===== config.mk =====
export PLATFORM = sky130hd
export DESIGN_NAME = uart_rx_flat
export DESIGN_NICKNAME = d
export VERILOG_FILES = /design/src/rtl/uart_rx_if.sv /design/src/rtl/uart_rx.sv /design/src/flat_wrapper.sv
export SDC_FILE = /design/constraint.sdc
export NUM_CORES = 1
export LEC_CHECK = 0
export CAP_MARGIN = 0
export CORE_ASPECT_RATIO = 1.1
export CORE_MARGIN = 1.5
export CORE_UTILIZATION = 54
export CTS_BUF_LIST = sky130_fd_sc_hd__clkbuf_16
export CTS_CLUSTER_SIZE = 8
export DETAILED_ROUTE_END_ITERATION = 12
export PLACE_DENSITY = 0.82
export RECOVER_POWER = 25
export SYNTH_ARGS = -nofsm -noshare
export SYNTH_HDL_FRONTEND = slang
export SYNTH_SLANG_ARGS = --single-unit

===== constraint.sdc =====
create_clock -name clk -period 2.84 [get_ports clk]
set_clock_uncertainty 0.2 [all_clocks]
set_input_delay 0.568 -clock clk [delete_from_list [all_inputs] [get_ports clk]]
set_output_delay 0.568 -clock clk [all_outputs]
set_load 0.02 [all_outputs]

===== src/rtl/uart_rx_if.sv =====
// rtl/uart_rx_if.sv - byte-side handshake bundle of the UART receiver
interface uart_rx_if #(
  parameter int FIFO_DEPTH = 16
);
  localparam int CW = $clog2(FIFO_DEPTH) + 1;

  logic [7:0]    rx_data;
  logic          rx_data_vld;
  logic          rx_data_rd;
  logic          rx_frame_err;
  logic          rx_overflow;
  logic [CW-1:0] rx_fifo_cnt;

  // Receiver side: produces bytes and status, consumes the read strobe
  modport master (
    output rx_data, rx_data_vld, rx_frame_err, rx_overflow, rx_fifo_cnt,
    input  rx_data_rd
  );

  // Consumer side: reads bytes and status, drives the read strobe
  modport slave (
    input  rx_data, rx_data_vld, rx_frame_err, rx_overflow, rx_fifo_cnt,
    output rx_data_rd
  );
endinterface


===== src/rtl/uart_rx.sv =====
// rtl/uart_rx.sv - 8N1 UART receiver with show-ahead FIFO; define UART_RX_MAJORITY_EN for 2-of-3 sampling
module uart_rx #(
  parameter int FIFO_DEPTH = 16
) (
  input  logic        clk,
  input  logic        rst,
  input  logic [15:0] uart_bit_width,
  input  logic        rx,
  uart_rx_if.master   bus
);
  localparam int AW = $clog2(FIFO_DEPTH);
  localparam int CW = AW + 1;

  typedef enum logic [1:0] {IDLE, START, DATA, STOP} state_t;

  state_t        state, state_n;
  logic [15:0]   width_cnt, width_n;
  logic [3:0]    bit_cnt, bit_n;
  logic [7:0]    shift_reg, shift_n;
  logic          push, ferr_n;
  logic          rx_meta, rx_s, rx_prev, sample;
  logic [15:0]   half;

  logic [7:0]    mem [FIFO_DEPTH];
  logic [AW-1:0] wr_ptr, rd_ptr;
  logic [CW-1:0] cnt;
  logic          empty, full, pop, push_ok, ovf_n;
  logic          ferr_q, ovf_q;

  assign half = {1'b0, uart_bit_width[15:1]};

  // Two-flop synchronizer for the asynchronous line, idle-high reset
  always_ff @(posedge clk) begin
    if (rst) begin
      rx_meta <= 1'b1;
      rx_s    <= 1'b1;
    end else begin
      rx_meta <= rx;
      rx_s    <= rx_meta;
    end
  end

`ifdef UART_RX_MAJORITY_EN
  logic [1:0] rx_hist;
  logic [2:0] rx_h;

  // Keep the two previous synchronized samples for majority voting
  always_ff @(posedge clk) begin
    if (rst) rx_hist <= 2'b11;
    else     rx_hist <= {rx_hist[0], rx_s};
  end

  assign rx_h    = {rx_hist, rx_s};
  assign rx_prev = rx_hist[0];
  assign sample  = (rx_h[0] & rx_h[1]) | (rx_h[0] & rx_h[2]) | (rx_h[1] & rx_h[2]);
`else
  // Previous synchronized sample for falling-edge detection
  always_ff @(posedge clk) begin
    if (rst) rx_prev <= 1'b1;
    else     rx_prev <= rx_s;
  end

  assign sample = rx_s;
`endif

  // Frame FSM state and datapath registers
  always_ff @(posedge clk) begin
    if (rst) begin
      state     <= IDLE;
      width_cnt <= '0;
      bit_cnt   <= '0;
      shift_reg <= '0;
    end else begin
      state     <= state_n;
      width_cnt <= width_n;
      bit_cnt   <= bit_n;
      shift_reg <= shift_n;
    end
  end

  // Bit timing, sampling and frame decoding; push/frame error decided at the stop sample
  always_comb begin
    state_n = state;
    width_n = width_cnt;
    bit_n   = bit_cnt;
    shift_n = shift_reg;
    push    = 1'b0;
    ferr_n  = 1'b0;
    case (state)
      IDLE: begin
        width_n = '0;
        bit_n   = '0;
        if (rx_prev && !rx_s) state_n = START;
      end
      START: begin
        if (width_cnt == half) begin
          width_n = '0;
          state_n = sample ? IDLE : DATA;
        end else begin
          width_n = width_cnt + 16'd1;
        end
      end
      DATA: begin
        if (width_cnt == uart_bit_width) begin
          width_n = '0;
          shift_n = {sample, shift_reg[7:1]};
          bit_n   = bit_cnt + 4'd1;
          if (bit_cnt == 4'd7) state_n = STOP;
        end else begin
          width_n = width_cnt + 16'd1;
        end
      end
      STOP: begin
        if (width_cnt == uart_bit_width) begin
          width_n = '0;
          state_n = IDLE;
          if (sample) push = 1'b1;
          else        ferr_n = 1'b1;
        end else begin
          width_n = width_cnt + 16'd1;
        end
      end
      default: state_n = IDLE;
    endcase
  end

  assign empty   = (cnt == '0);
  assign full    = (cnt == CW'(FIFO_DEPTH));
  assign pop     = bus.rx_data_rd && !empty;
  assign push_ok = push && (!full || pop);
  assign ovf_n   = push && full && !pop;

  // FIFO storage write; contents need no reset since reads are gated by occupancy
  always_ff @(posedge clk) begin
    if (push_ok) mem[wr_ptr] <= shift_reg;
  end

  // FIFO pointers, occupancy and registered status pulses
  always_ff @(posedge clk) begin
    if (rst) begin
      wr_ptr <= '0;
      rd_ptr <= '0;
      cnt    <= '0;
      ferr_q <= 1'b0;
      ovf_q  <= 1'b0;
    end else begin
      if (push_ok) wr_ptr <= wr_ptr + AW'(1);
      if (pop)     rd_ptr <= rd_ptr + AW'(1);
      cnt    <= cnt + CW'(push_ok) - CW'(pop);
      ferr_q <= ferr_n;
      ovf_q  <= ovf_n;
    end
  end

  assign bus.rx_data      = empty ? 8'h00 : mem[rd_ptr];
  assign bus.rx_data_vld  = !empty;
  assign bus.rx_fifo_cnt  = cnt;
  assign bus.rx_frame_err = ferr_q;
  assign bus.rx_overflow  = ovf_q;
endmodule


===== src/flat_wrapper.sv =====
// flat-port wrapper written by rule: the top's interface ports become plain ports
module uart_rx_flat 
#(
  parameter int FIFO_DEPTH = 16
)
  (clk, rst, uart_bit_width, rx, bus_rx_data, bus_rx_data_vld, bus_rx_frame_err, bus_rx_overflow, bus_rx_fifo_cnt, bus_rx_data_rd);
  uart_rx_if #(.FIFO_DEPTH(FIFO_DEPTH)) bus_i ();
  input  logic clk;
  input  logic rst;
  input  logic [15:0] uart_bit_width;
  input  logic rx;
  output wire logic [$bits(bus_i.rx_data)-1:0] bus_rx_data;
  output wire logic [$bits(bus_i.rx_data_vld)-1:0] bus_rx_data_vld;
  output wire logic [$bits(bus_i.rx_frame_err)-1:0] bus_rx_frame_err;
  output wire logic [$bits(bus_i.rx_overflow)-1:0] bus_rx_overflow;
  output wire logic [$bits(bus_i.rx_fifo_cnt)-1:0] bus_rx_fifo_cnt;
  input wire logic [$bits(bus_i.rx_data_rd)-1:0] bus_rx_data_rd;
  assign bus_rx_data = bus_i.rx_data;
  assign bus_rx_data_vld = bus_i.rx_data_vld;
  assign bus_rx_frame_err = bus_i.rx_frame_err;
  assign bus_rx_overflow = bus_i.rx_overflow;
  assign bus_rx_fifo_cnt = bus_i.rx_fifo_cnt;
  assign bus_i.rx_data_rd = bus_rx_data_rd;
  uart_rx #(.FIFO_DEPTH(FIFO_DEPTH)) u_core (.clk(clk), .rst(rst), .uart_bit_width(uart_bit_width), .rx(rx), .bus(bus_i));
endmodule

Word level (Yosys, flattened, before mapping):

Memory sizes are Yosys's and may differ from the RTL's. A register that Yosys moved wholly into a read port is not among the register bits.
Cells that the tools add are included.

* bits in registers: 48
* RAM bits: 128
* input port bits: 20
* output and inout bits: 16
* memories kept: 1

Memory list
* u_core.mem: words 16, bits a word 8, rd ports 1, clocked after Yosys merged registers in 1, wr ports 1, line uart_rx.sv:24 `logic [7:0] mem [FIFO_DEPTH];`

* $add $sub $neg: 6
* equality and inequality tests: 12
* multiplexer cells: 21
* bitwise operators: 2
* reductions and logical operators: 18

Operators with widths (number)
* 16-bit case mux with 3 select lines: 1
* 16-bit 2-to-1 mux: 2
* 16-bit by 1-bit adder with 16-bit output, second input constant: 1
* 16-bit by 15-bit equality test with 1-bit output: 1
* 16-bit equality test: 1
* 4-bit by 1-bit adder with 4-bit output, second input constant: 3
* 2-bit 2-to-1 mux: 6
* 4-bit 2-to-1 mux: 3
* 2-bit by 1-bit inequality test with 1-bit output, second input constant: 5
* 8-bit 2-to-1 mux: 1
* 2-bit case mux with 4 select lines: 1
* 4-bit case mux with 2 select lines: 1
* 1-bit 2-to-1 mux: 6
* 5-bit by 1-bit adder with 5-bit output: 1
* 5-bit equality test, second input constant: 1
* 1-bit logical AND: 5
* 5-bit logical NOT: 1
* 5-bit AND reduction: 1
* 5-bit by 1-bit subtractor with 5-bit output: 1
* 2-bit equality test, second input constant: 2
* 4-bit by 3-bit equality test with 1-bit output, second input constant: 1
* 1-bit logical NOT: 4
* 2-bit AND reduction: 2
* 3-bit OR reduction: 1
* 6 further kinds: 7

Depth between registers and ports, before layout:

Gate-level depths: netlist of run 1.

* word-level depth: 7
* mapped depth: 14
* depth with buffers taken out: 13

Worst setup path before layout of run 1:

Ideal clock, no wire load.

* path kind: input-to-reg
* start point: in uart_bit_width[15]
* end point: reg u_core.cnt[4], in the netlist u_core.bus.rx_fifo_cnt[4]
* arrival: 2.532 ns
* required time: 2.512 ns
* setup slack: -0.020 ns
* cell stages on the path: 12
* path buffers: 1
* cell sequence: xor2_1 > nor4_1 > nand4_2 > nor2_1 > buf_2 > ha_1 > fa_1 > a21oi_1 > nor2_1 > nor2_1 > xnor2_1 > nor2_1

* longest elaborated chain between the ends: 6

Ends and longest elaborated chain
* start: declaration: line flat_wrapper.sv:10 `input logic [15:0] uart_bit_width;`
* 16-bit equality test: line uart_rx.sv:114 `if (width_cnt == uart_bit_width) begin`
* 1-bit 2-to-1 mux: line uart_rx.sv:114
* 1-bit 2-to-1 mux: line uart_rx.sv:89 `case (state)`
* 1-bit logical AND: line uart_rx.sv:130 `assign push_ok = push && (!full || pop);`
* via u_core.push_ok: line uart_rx.sv:27 `logic empty, full, pop, push_ok, ovf_n;`
* 5-bit by 1-bit adder with 5-bit output: line uart_rx.sv:149 `cnt <= cnt + CW'(push_ok) - CW'(pop);`
* 5-bit by 1-bit subtractor with 5-bit output: line uart_rx.sv:149
* end signal: assignment: line uart_rx.sv:149
* end: declaration: line uart_rx.sv:26 `logic [CW-1:0] cnt;`

The timed path passes the listed nets, and every way through them passes these cells.
A chain may end at the register's enable or synchronous reset.

==> flow_metrics.py, run 1 <==
metrics = {
    "logic_synthesis": {
        "yosys.area.top_type": "edfxtp_1",
        "synth_edf_count": 128,
        "avgSynthCellArea_um2": 15.00,
        "ys_seq_elements": 180,
        "synth_seq_area_share_pct": 63.99,
        "synth_area_leaders": "edfxtp_1 50%, dfxtp_1 14%, mux4_2 12%",
        "syn_nets": 543,
        "yosys_most_used_dff": "edfxtp_1",
        "ys_warn_count": 0,
        "synthDominantCellAreaShare_pct": 50.35,
        "yosys-top-cells-count": "128 x edfxtp_1, 52 x dfxtp_1, 40 x mux4_2, 40 x xor2_1",
        "synth_most_common_cell": "edfxtp_1",
        "synthCells": 509,
        "synth_cell_types": 43,
        "synth.cell_area_um2": 7634,
        "async_reset_ff_share_pct": 0,
    },
    "power_and_ir_drop": {
        "combPwrFrac_pct": 18.1,
        "net-switching-power_mw": 1.540,
        "switching_share_pct": 24.33,
        "total_leakage_power_nw": 3.597,
        "power.internal_mw": 4.790,
        "p_total_mw": 6.330,
        "max-vdd-ir-drop_mv": 0.5105,
        "pwr-share-clk_pct": 35.6,
        "p_per_area_nw_per_um2": 677.9,
        "p_seq_share_pct": 46.3,
    },
    "critical_path": {
        "worstPathRequired_ns": 2.07,
        "startpoint_type": "register",
        "cp_max_fo": 7,
        "r2r-start": "u_core.bus.rx_fifo_cnt[2]",
        "crit_type": "register to output port",
        "cp.arrival_ns": 2.35,
        "worstSetupEndpointType": "output port",
        "reg2reg_setup_slack_ns": 0.23,
        "critical_path.endpoint": "bus_rx_data[3]",
        "ff2ff_path_depth": 13,
        "rr_endpoint": "u_core.bus.rx_fifo_cnt[4]",
    },
    "detailed_routing": {
        "num_vias": 4567,
        "wl_um": 16210,
        "drt_iter0_drc": 338,
        "ant_nets": 0,
        "drc_errors": 0,
        "avgRoutedWirePerCell_um": 20.54,
        "vias_per_cell": 5.788,
        "first_pass_iters": 4,
    },
    "global_routing": {
        "grt_usage_pct": 24.09,
        "grt_pass1_wl_um": 25960,
        "grt_pass1_vias": 4819,
        "grt_max_degree": 33,
        "grt_overflow_total": 0,
        "antenna_found_initial": 0,
    },
    "timing": {
        "min_period_ns": 3.114,
        "finalSetupViolations": 8,
        "worst_pin_slew_ns": 0.6549,
        "whs_ns": 0.2079,
        "hold_viol_final": 0,
        "setup_ws_ns": -0.2740,
        "grt_setup_unrepaired": "true",
        "slew-limit-headroom_pct": 56.25,
        "fmax_mhz": 321.1,
        "finalCritPeriodShare_pct": 109.6,
        "final_max_slew_viol_count": 0,
    },
    "placement": {
        "routabilityCongestion": 0.8599,
        "placed_area_um2": 8627,
        "port_buffers": 35,
        "hpwlAfterDp_um": 10660,
        "pre_cts_ws_ns": -0.3116,
    },
    "cts": {
        "numCtsBuffers": 17,
        "cts_tree": "yes",
        "htree_levels": 4,
        "ctsHoldBuffers": 0,
        "insertion_delay_ns": 0.43,
        "clk_pin_slew_ns": 0.06,
        "clk_path_buf_depth": 2,
        "root_buffer": "clkbuf_16",
        "clock_sinks": 180,
    },
    "floorplan": {
        "die-area_um2": 14860,
        "fp.coreArea_um2": 13790,
        "initial_core_util_pct": 55.34,
        "dieWidth_um": 116.4,
        "die_h_um": 127.7,
        "num_rows": 45,
        "io_pins": 36,
    },
    "cells_and_area": {
        "drive_above_1_share_pct": 25.12,
        "fin_nets": 622,
        "multi_input_area_um2": 2597,
        "largest_reg_flops": 128,
        "nFillCells": 904,
        "antenna_cells": 0,
        "stdcell_area_um2": 9338,
        "regArea_um2": 4888,
        "area_growth_pct": 22.32,
    },
    "run": {
        "drv_cap": 0,
    },
    "outcome": {
        "outcome": "complete, but fails checks",
        "violations": "negative setup slack",
    },
    "hold_path": {
        "hold_class": "register to register",
    },
}
-- worst min path at each step --
stage                              to  cells after the start            from  slack [ns]
after floorplan           u_core.rx_s                      1  u_core.rx_meta        0.19
after global placement    u_core.rx_s                      1  u_core.rx_meta        0.19
after detailed placement  u_core.rx_s                      1  u_core.rx_meta        0.19
after CTS                 u_core.rx_s                      1  u_core.rx_meta        0.21
after global routing      u_core.rx_s                      1  u_core.rx_meta        0.22
final                     u_core.rx_s                      1  u_core.rx_meta        0.21
-- power groups by stage --
stage	clock network, mW	registers, mW	logic, mW
6_report	2.25	2.93	1.14
3_5_place_dp	0	2.96	1.05
4_1_cts	2.28	2.92	1.22
5_1_grt	2.39	2.94	1.25
2_1_floorplan	0	2.97	0.633
3_3_place_gp	0	2.95	1.01
-- worst max-delay path, cell delays in order, from the launching register on --
cell and delay (ns):
dfxtp_4 0.44, buf_12 0.16, mux4_2 0.53, mux4_2 0.50, and2_4 0.16, buf_6 0.12
-- per-layer routing --
layer	vias to the layer above	wire length (um)	global-route usage, %
li1	2100	-	-
met1	2312	6332	29.61
met2	135	8912	41.94
met3	20	749	5.768
met4	0	216	7.747
met5	-	0	0
-- repair_timing --
action / in CTS / in global routing
endpoints found under the setup margin: 10 / 18
pin swaps: 6 / 5
gates cloned: 2 / 0
resized for setup: 62 / 11
buffers inserted: 2 / 1
hold endpoints to repair: 0 / 0
-- metrics by stage --
step | cells | TNS [ns] | util [%]
5_1_grt | 789 | -2.366 | 67.69
6_report | 789 | -1.869 | 67.69
3_3_place_gp | 754 | -25.31 | 62.54
4_1_cts | 790 | -2.363 | 67.61
3_5_place_dp | 754 | -34.68 | 62.54
2_1_floorplan | 509 | 0 | -
-- layout make-up --
class                           instances  share of cell area (%)
Clock buffer                           17                   4.556
Timing Repair Buffer                   94                   10.73
Sequential cell                       180                   52.35
Inverter                               13                  0.5628
Clock inverter                         15                   1.461
Tap cell                              188                   2.519
Multi-Input combinational cell        282                   27.82
-- cell families (layout without fill, tap and decap cells) --
family | Yosys count | in the layout | share of synthesized area, %
DFF | 180 | 180 | 63.99
adders and majority gates | 14 | 14 | 2.393
AOI/OAI and AO/OA | 41 | 41 | 3.114
and+or+nand+nor | 135 | 135 | 9.736
muxes | 41 | 41 | 11.93
buffers and inverters | 47 | 139 | 2.983
xor gates and xnor gates | 51 | 51 | 5.852
-- layout by cell type, fill, tap and decap left out, types with 2 or more instances in the layout --
| cell type | n |
|---|---|
| buf_12 | 16 |
| and2_4 | 8 |
| nand4b_1 | 2 |
| or2_2 | 3 |
| mux4_2 | 40 |
| xnor2_1 | 11 |
| nor2_1 | 18 |
| nor3_1 | 19 |
| bufinv_16 | 3 |
| nand2b_1 | 3 |
| inv_1 | 19 |
| o211ai_1 | 2 |
| and3_1 | 16 |
| edfxtp_1 | 128 |
| clkdlybuf4s50_1 | 26 |
| nor4_1 | 6 |
| buf_6 | 8 |
| a31oi_1 | 2 |
| a311oi_1 | 2 |
| xor2_1 | 40 |
| buf_4 | 43 |
| nand2_1 | 13 |
| dfxtp_1 | 51 |
| nand4_1 | 4 |
| a21oi_1 | 15 |
| ha_1 | 12 |
| clkbuf_16 | 17 |
| nand3_1 | 19 |
| clkinv_1 | 4 |
| nor4_2 | 4 |
| o21ai_0 | 14 |
| or4_1 | 7 |
| nor2b_1 | 6 |
Note: power is estimated with default switching activity, not from simulation.
==> inputs of run 2 (changes only) <==
SLEW_MARGIN = 20   (was default)
==> results of run 2 <==
Same layout as run 1: the final DEF is identical, and so are final timing and power.
